**src/rtl/cell_hist_accum.sv**
```systemverilog
// cell_hist_accum: ping-pong 18-bin cell histogram accumulator with a valid/ready drain port
module cell_hist_accum #(
   parameter int MAG_WIDTH   = 16,
   parameter int ACC_WIDTH   = 24,
   parameter int CELL_PIXELS = 64,
   parameter int DELAY       = 1
) (
   input  logic                 aclk,
   input  logic                 arest_n,
   input  logic [4:0]           bin_num,
   input  logic [MAG_WIDTH-1:0] bin_mag,
   input  logic                 bin_num_valid,
   output logic [ACC_WIDTH-1:0] hist_data,
   output logic [4:0]           hist_idx,
   output logic                 hist_valid,
   output logic                 hist_last,
   input  logic                 hist_ready,
   output logic                 in_ready,
   output logic                 drop_err,
   output logic                 bin_err,
   output logic                 sat_err
);
   localparam int PW = $clog2(CELL_PIXELS);
   localparam logic [PW-1:0] PIX_LAST = PW'(CELL_PIXELS - 1);
   localparam logic [ACC_WIDTH-1:0] ACC_MAX = '1;
   typedef enum logic [1:0] {IDLE, ACCUM, FULL, DRAIN} bank_st_t;
   if (ACC_WIDTH < MAG_WIDTH || CELL_PIXELS < 2 || DELAY < 0) begin : g_param_chk
      $error("cell_hist_accum: illegal parameter set");
   end
   bank_st_t             st_q [2];
   bank_st_t             st_d [2];
   logic [ACC_WIDTH-1:0] acc [2][18];
   logic [PW-1:0]        pix_cnt;
   logic [4:0]           rd_ptr, rd_bin, wr_bin;
   logic                 acc_sel, drn_sel, acc_en, bin_ok, cell_close, beat_acc, last_acc, load;
   logic [ACC_WIDTH:0]   sum;
   // s: own state, o: other bank, cl: the accumulating bank closes, la: last beat accepted
   function automatic bank_st_t nxt(input bank_st_t s, input bank_st_t o, input logic cl, input logic la);
      return s == IDLE  ? ((o != ACCUM || cl) ? ACCUM : IDLE) :
             s == ACCUM ? (cl ? (o == IDLE ? DRAIN : FULL) : ACCUM) :
             s == FULL  ? ((o != DRAIN || la) ? DRAIN : FULL) :
                          (la ? IDLE : DRAIN);
   endfunction
   // bank selection, sample acceptance, saturating sum and next bank states
   always_comb begin
      in_ready   = st_q[0] == ACCUM || st_q[1] == ACCUM;
      acc_sel    = st_q[1] == ACCUM;
      drn_sel    = st_q[1] == DRAIN;
      acc_en     = bin_num_valid && in_ready;
      bin_ok     = bin_num <= 5'd17;
      wr_bin     = bin_ok ? bin_num : 5'd0;
      rd_bin     = rd_ptr <= 5'd17 ? rd_ptr : 5'd0;
      cell_close = acc_en && pix_cnt == PIX_LAST;
      beat_acc   = hist_valid && hist_ready;
      last_acc   = beat_acc && hist_last;
      load       = (st_q[0] == DRAIN || st_q[1] == DRAIN) && rd_ptr <= 5'd17 && (!hist_valid || hist_ready);
      sum        = {1'b0, acc[acc_sel][wr_bin]} + (ACC_WIDTH+1)'(bin_mag);
      st_d[0]    = nxt(st_q[0], st_q[1], cell_close, last_acc);
      st_d[1]    = nxt(st_q[1], st_q[0], cell_close, last_acc);
   end
   // bank state registers
   always_ff @(posedge aclk or negedge arest_n)
      if (!arest_n) begin
         st_q[0] <= ACCUM;
         st_q[1] <= IDLE;
      end else begin
         st_q[0] <= st_d[0];
         st_q[1] <= st_d[1];
      end
   // pixel counter of the cell being accumulated
   always_ff @(posedge aclk or negedge arest_n)
      if (!arest_n) pix_cnt <= '0;
      else if (acc_en) pix_cnt <= cell_close ? '0 : pix_cnt + 1'b1;
   // accumulator array: saturating add into the ACCUM bank, clear-on-accept in the DRAIN bank
   always_ff @(posedge aclk or negedge arest_n)
      if (!arest_n) begin
         for (int b = 0; b < 2; b++)
            for (int i = 0; i < 18; i++) acc[b][i] <= '0;
      end else begin
         for (int b = 0; b < 2; b++)
            for (int i = 0; i < 18; i++)
               if (acc_en && bin_ok && acc_sel == b[0] && bin_num == i[4:0])
                  acc[b][i] <= sum[ACC_WIDTH] ? ACC_MAX : sum[ACC_WIDTH-1:0];
               else if (beat_acc && drn_sel == b[0] && hist_idx == i[4:0])
                  acc[b][i] <= '0;
      end
   // drain output register: loads the next bin whenever the current beat is empty or taken
   always_ff @(posedge aclk or negedge arest_n)
      if (!arest_n) begin
         hist_data  <= '0;
         hist_idx   <= '0;
         hist_last  <= 1'b0;
         hist_valid <= 1'b0;
         rd_ptr     <= '0;
      end else begin
         if (load) begin
            hist_data <= acc[drn_sel][rd_bin];
            hist_idx  <= rd_ptr;
            hist_last <= rd_ptr == 5'd17;
            rd_ptr    <= rd_ptr + 5'd1;
         end else if (last_acc) rd_ptr <= '0;
         hist_valid <= load || (hist_valid && !hist_ready);
      end
   // sticky error flags
   always_ff @(posedge aclk or negedge arest_n)
      if (!arest_n) begin
         drop_err <= 1'b0;
         bin_err  <= 1'b0;
         sat_err  <= 1'b0;
      end else begin
         drop_err <= drop_err || (bin_num_valid && !in_ready);
         bin_err  <= bin_err || (acc_en && !bin_ok);
         sat_err  <= sat_err || (acc_en && bin_ok && sum[ACC_WIDTH]);
      end
endmodule

```
**config.mk**
```make
export PLATFORM = sky130hd
export DESIGN_NAME = cell_hist_accum
export DESIGN_NICKNAME = d
export VERILOG_FILES = /design/src/rtl/cell_hist_accum.sv
export SDC_FILE = /design/constraint.sdc
export NUM_CORES = 2
export LEC_CHECK = 0
export CORE_ASPECT_RATIO = 1.4
export CORE_MARGIN = 1
export CORE_UTILIZATION = 40
export DETAILED_ROUTE_END_ITERATION = 10
export GPL_TIMING_DRIVEN = 0
export HOLD_SLACK_MARGIN = 0.15
export MAX_ROUTING_LAYER = met4
export PLACE_DENSITY_LB_ADDON = 0.2
export SETUP_SLACK_MARGIN = 0.1
export SLEW_MARGIN = 0
export SYNTH_ARGS = -nofsm -noshare
export SYNTH_HDL_FRONTEND = slang
export SYNTH_SLANG_ARGS = --single-unit
export TNS_END_PERCENT = 10
```
**constraint.sdc**
```tcl
create_clock -name aclk -period 7.48 [get_ports aclk]
set_input_delay 1.496 -clock aclk [delete_from_list [all_inputs] [get_ports aclk]]
set_output_delay 1.496 -clock aclk [all_outputs]
set_load 0.1 [all_outputs]
```
### Word-level counts from Yosys, hierarchy flattened

Index checks and enable logic that the tools add are counted.

* input bits: 25
* logic and storage cells: 356
* output and inout port bits: 35
* register bits after elaboration: 913

* mux-type cells: 105
* bitwise gates (word level): 6
* equal/unequal tests: 46
* $add $sub $neg: 3
* reductions and logical operators: 143
* $lt $le $gt $ge: 6

Operators by type and width (count)
* 2-to-1 mux 432 bit: 6
* 2-to-1 mux 24 bit: 77
* binary-select mux 24 bit (select 5 bit): 2
* logical AND 1 bit: 87
* equality test 5 x 4 -> 1 bit (second input constant): 16
* nonzero test 2 bit: 37
* equality test 5 x 3 -> 1 bit (second input constant): 8
* adder 24 x 16 -> 25 bit: 1
* equality test 5 bit (second input constant): 5
* equality test 5 x 2 -> 1 bit (second input constant): 4
* 2-to-1 mux 5 bit: 4
* 2-to-1 mux 2 bit: 9
* greater-or-equal comparator 6 bit (second input constant): 2
* NOT 5 -> 6 bit: 2
* logical OR 1 bit: 11
* equality test 5 x 1 -> 1 bit (second input constant): 2
* <= comparator 5 bit (second input constant): 2
* logical NOT 5 bit: 2
* equality test 2 bit (second input constant): 4
* adder 6 x 1 -> 6 bit (second input constant): 1
* equality test 6 bit (second input constant): 1
* 2-to-1 mux 1 bit: 6
* 2-to-1 mux 6 bit: 1
* adder 5 x 1 -> 5 bit (second input constant): 1
* 8 further kinds: 18

### Depth between registers and ports, before layout

* depth in word-level cells: 11
* mapped depth: 27
* mapped depth without buffers: 19

### Worst setup path after synthesis

No wires, ideal clock.

* kind: input to register
* start: input port bin_num[2]
* end: register acc[738] (netlist bit)
* path buffers: 7
* data required time: 7359 ps
* stages: 26
* path slack: 709 ps
* data arrival time: 6650 ps
* library setup time: 121 ps
* cells stage by stage: buf_2 o31a_2 nor2_8 buf_2 buf_2 buf_1 clkbuf_1 mux4_2 nand2_1 a311oi_1 o21ai_0 o21ai_0 ha_1 inv_1 fa_1 nand2b_1 a21oi_1 o2111ai_1 a21o_1 and3_1 a2111oi_0 xnor2_1 or2_1 buf_6 buf_8 a22o_2

* cells in the longest elaborated chain, start to end: 9
* elaborated cells on any way between the ends: 14
* classes of those cells: 1 x add/sub; 1 x order compare; 1 x eq/ne; 6 x mux; 1 x bitwise; 4 x reduce/logical

Ends and longest elaborated chain
* start, declared: RTL line 10 `input logic [4:0] bin_num,`
* <= comparator 5 bit: RTL line 50 `bin_ok = bin_num <= 5'd17;`
* 2-to-1 mux 5 bit: RTL line 51 `wr_bin = bin_ok ? bin_num : 5'd0;`
* NOT 5 -> 6 bit (not written as such): RTL line 57 `sum = {1'b0, acc[acc_sel][wr_bin]} + (ACC_WIDTH+1)'(bin_mag);`
* binary-select mux 24 bit (select 5 bit): RTL line 57
* 2-to-1 mux 24 bit (not written as such) (2 in series): RTL line 57
* adder 24 x 16 -> 25 bit: RTL line 57
* 2-to-1 mux 24 bit: RTL line 83 `acc[b][i] <= sum[ACC_WIDTH] ? ACC_MAX : sum[ACC_WIDTH-1:0];`
* 2-to-1 mux 24 bit: RTL line 82 `if (acc_en && bin_ok && acc_sel == b[0] && bin_num == i[4:0])`
* end signal, assigned by index: RTL line 83
* end, declared: RTL line 32 `logic [ACC_WIDTH-1:0] acc [2][18];`

Several ways; a longest one is shown, not always the timed one. The select of a mux whose other input is x is not followed.
A chain may end at the register's enable or synchronous reset.

### Final worst setup path

* start: register st_q[1] (netlist bit)
* end: register acc[614] (netlist bit)

* cells in the longest elaborated chain, start to end: 11
* elaborated cells on any way between the ends: 22
* classes of those cells: 1 x add/sub; 2 x eq/ne; 8 x mux; 3 x bitwise; 8 x reduce/logical

Ends and longest elaborated chain
* start, declared: RTL line 30 `bank_st_t st_q [2];`
* equality test 2 x 1 -> 1 bit: RTL line 46, 47
* NOT 1 -> 2 bit (not written as such): RTL line 57
* 2-to-1 mux 432 bit (not written as such) (3 in series): RTL line 57
* binary-select mux 24 bit (select 5 bit): RTL line 57
* 2-to-1 mux 24 bit (not written as such) (2 in series): RTL line 57
* adder 24 x 16 -> 25 bit: RTL line 57
* 2-to-1 mux 24 bit: RTL line 83
* 2-to-1 mux 24 bit: RTL line 82

Several ways; a longest one is shown, not always the timed one. The select of a mux whose other input is x is not followed.

==> results.py <==
metrics = {
    "timing": {
        "setup_viol": 0,
        "fin_tns_setup_ps": 0,
        "max_freq_mhz": 135.4,
        "post-route-min-period_ps": 7386,
        "slew-limit-headroom_pct": -7.317,
        "fin_crit_sh_pct": 98.75,
        "tightest_slew_ps": 1610,
        "rsz0062_at_grt": "no",
        "holdWs_ps": 461.4,
        "final_hold_viol_count": 0,
        "skew_ps": 27.42,
        "maxSlewViolCount": 33,
    },
    "routing": {
        "drc": 0,
        "drt_iter0_drc": 6336,
        "drtAntennaViolNets": 0,
        "vias_per_cell": 7.035,
        "dr.pass1.iters": 6,
        "vias": 42930,
        "avgRoutedWirePerCell_um": 41.78,
        "totalWireLength_um": 255000,
    },
    "finish": {
        "syn_to_final_growth_pct": 15.34,
        "drive_gt1_share_pct": 22.31,
        "final_area_um2": 56360,
        "fin_cells": 6103,
        "final_nets": 4450,
        "nFillCells": 11120,
        "fin_util_pct": 46.54,
    },
    "power": {
        "powerDensity_nw_per_um2": 319.4,
        "combinationalPowerShare_pct": 36.9,
        "p_sw_share_pct": 40.68,
        "p_int_uw": 10680,
        "seqPwrFrac_pct": 33.8,
        "leakagePower_uw": 0.02385,
        "net-switching-power_uw": 7324,
        "ir_worst_vdd_v": 0.0001972,
        "p_clk_share_pct": 29.3,
    },
    "global_route": {
        "grt_antenna_before_repair": 14,
        "grt-ovfl-total": 0,
        "busiest_layer": "met2",
        "grt_pass1_wl_um": 349800,
        "met1_usage_pct": 47.43,
        "grt_util_met2_pct": 62.35,
        "grt_pass1_vias": 41930,
        "gr-usage-met3_pct": 12.56,
        "track_usage_pct": 42.68,
        "grt_max_degree": 116,
    },
    "yosys": {
        "synthXorXnorAreaFrac_pct": 0.2509,
        "synthSimpleGateAreaFrac_pct": 9.441,
        "seq_area_frac_synth_pct": 46.76,
        "synth_top_cell_area_share_pct": 46.70,
        "synthAdderAreaFrac_pct": 0.5531,
        "synth_area_leaders": "dfrtp_1, mux4_2, nand2_1",
        "synthMuxAreaShare_pct": 19.41,
        "post_synth.cell_area_avg_um2": 11.57,
        "yosys_warnings": 0,
        "yosysMostFrequentCell": "dfrtp_1",
        "synth.net_count": 4271,
        "ys.flop_type": "dfrtp_1",
        "netlist_area_um2": 48870,
        "synthTopCellsByCount": "dfrtp_1, nand2_1, o21ai_0, mux4_2, a22o_1",
        "postSynthCellCount": 4225,
        "ys_ff_latch": 913,
        "synth.largest_area_cell": "dfrtp_1",
        "async_flop_share_pct": 100.0,
        "synth_top_family_by_area": "multiplexers",
        "synth-compound-area-share_pct": 18.78,
        "ys_types": 102,
        "synth_edf_count": 0,
    },
    "critical_path": {
        "required_ps": 8160,
        "critPathCaptureType": "register",
        "worst_path_most_repeated_cell": "buf_12",
        "crit_type": "register to register",
        "arrival_ps": 8070,
        "critPathMaxFanout": 19,
        "slowest_stage": "mux4_2",
        "critPathLaunchType": "register",
        "cp_slowest_stage_delay_ps": 570,
    },
    "die": {
        "die_h_um": 415.6,
        "ios": 60,
        "die_area_um2": 123600,
        "initial_core_util_pct": 40.35,
        "coreArea_um2": 121100,
        "die_x_um": 297.4,
        "row_count": 151,
    },
    "clock_network": {
        "ctsHoldBuffers": 0,
        "cts.path.max_buffers": 3,
        "cts_tree": "done",
        "cts_max_level": 3,
        "cts_made_buffers": 94,
        "clkLatencyLatePin_ps": 760,
        "cts.clk_slew.worst_paths_ps": 70,
        "cts_num_sinks": 913,
        "cts-root-buf": "clkbuf_16",
    },
    "placement": {
        "place_area_um2": 51750,
        "port_buffers": 58,
        "place_inst": 5900,
        "gp_congestion": 1.096,
        "dp_hpwl_um": 185300,
    },
    "outcome": {
        "violations": "capacitance limit, slew limit",
        "status": "finished with violations",
    },
    "hold_path": {
        "hp-class": "register to register",
    },
    "flow_run": {
        "maxCapViolCount": 3,
    },
}
[repair_timing]
action	CTS	global route
resized for setup	293	59
buffers inserted	13	2
cloned	0	0
endpoints found under the setup margin	865	846
pin swaps	9	6
[worst max-delay path, delay by kind of cell (launching register included)]
kind            cells  cell delay [ps]
flops               1              530
fa+ha+maj           1              500
simple gates        6             1000
compound gates      7             1790
buf+inv            11             2870
mux                 1              570
[per-layer routing]
| metal | vias to the layer above | routed length (um) | part of all wire, % |
|---|---|---|---|
| met5 | - | 0 | 0 |
| met4 | 0 | 29620 | 12 |
| met3 | 1063 | 27160 | 11 |
| met2 | 3331 | 112400 | 44 |
| met1 | 22110 | 85810 | 34 |
| li1 | 16430 | - | - |
[state kept, by name, indices dropped and copies added, names as in the netlist]
name,cells
hist_idx,5
bin_err,1
pix_cnt,6
rd_ptr,5
acc,864
hist_last,1
drop_err,1
hist_valid,1
st_q,4
sat_err,1
hist_data,24
[cell type report]
type                            count  area, um^2  share of cell area [%]
Clock buffer                      138        2748                   4.875
Sequential cell                   913       22850                   40.54
Inverter                           13       51.30                 0.09102
Antenna cell                       15       37.54                 0.06660
Timing Repair Buffer               86        1027                   1.823
Buffer                            410        2900                   5.146
Multi-Input combinational cell   2886       24160                   42.87
Tap cell                         1606        2009                   3.565
Clock inverter                     36       574.3                   1.019
[cell usage in the layout, fill, tap and decap left out, types with 71 or more instances in the layout]
cell,count
a22o_2,102
nor2_1,71
a21oi_1,97
clkbuf_1,184
mux4_2,370
clkbuf_16,100
o21ai_0,468
a22o_1,259
nand2_1,790
dfrtp_1,910
[stage by stage]
step | worst slack [ps] | power [uW]
finish | 93.54 | 18000
global route | 212.3 | 18260
CTS | -11.25 | 17650
detailed placement | -4749 | 12200
global placement | -38340 | 12160
floorplan | 709.3 | 9386
[final timing paths]
| kind | startpoint | endpoint | slack (ps) | depth (start not counted) |
|---|---|---|---|---|
| max | st_q[1]$_DFF_PN0_ | acc[614]$_DFFE_PN0P_ | 90 | 26 |
| min | bin_err$_DFF_PN0_ | bin_err$_DFF_PN0_ | 460 | 1 |
| max reg2reg | st_q[1]$_DFF_PN0_ | acc[614]$_DFFE_PN0P_ | 90 | 26 |
| min reg2reg | bin_err$_DFF_PN0_ | bin_err$_DFF_PN0_ | 460 | 1 |
| max in group asynchronous | arest_n | hist_data[12]$_DFFE_PN0P_ | 4970 | 3 |
| min in group asynchronous | arest_n | acc[205]$_DFFE_PN0P_ | 780 | 1 |
[power groups by stage]
stage          Combinational [uW]  Clock (uW)  Sequential, uW
6_report                     6650        5270            6090
5_1_grt                      6710        5410            6130
4_1_cts                      6380        5220            6050
3_5_place_dp                 6070           0            6130
3_3_place_gp                 6020           0            6140
2_1_floorplan                3210           0            6180
[kinds of logic after synthesis]
group / after synthesis
adders and majority gates: 21
DFF: 913
muxes: 454
xor gates and xnor gates: 14
buffers and inverters: 426
and+or+nand+nor: 1085
AOI/OAI and AO/OA: 1312
(Power assumes the default switching activity.)
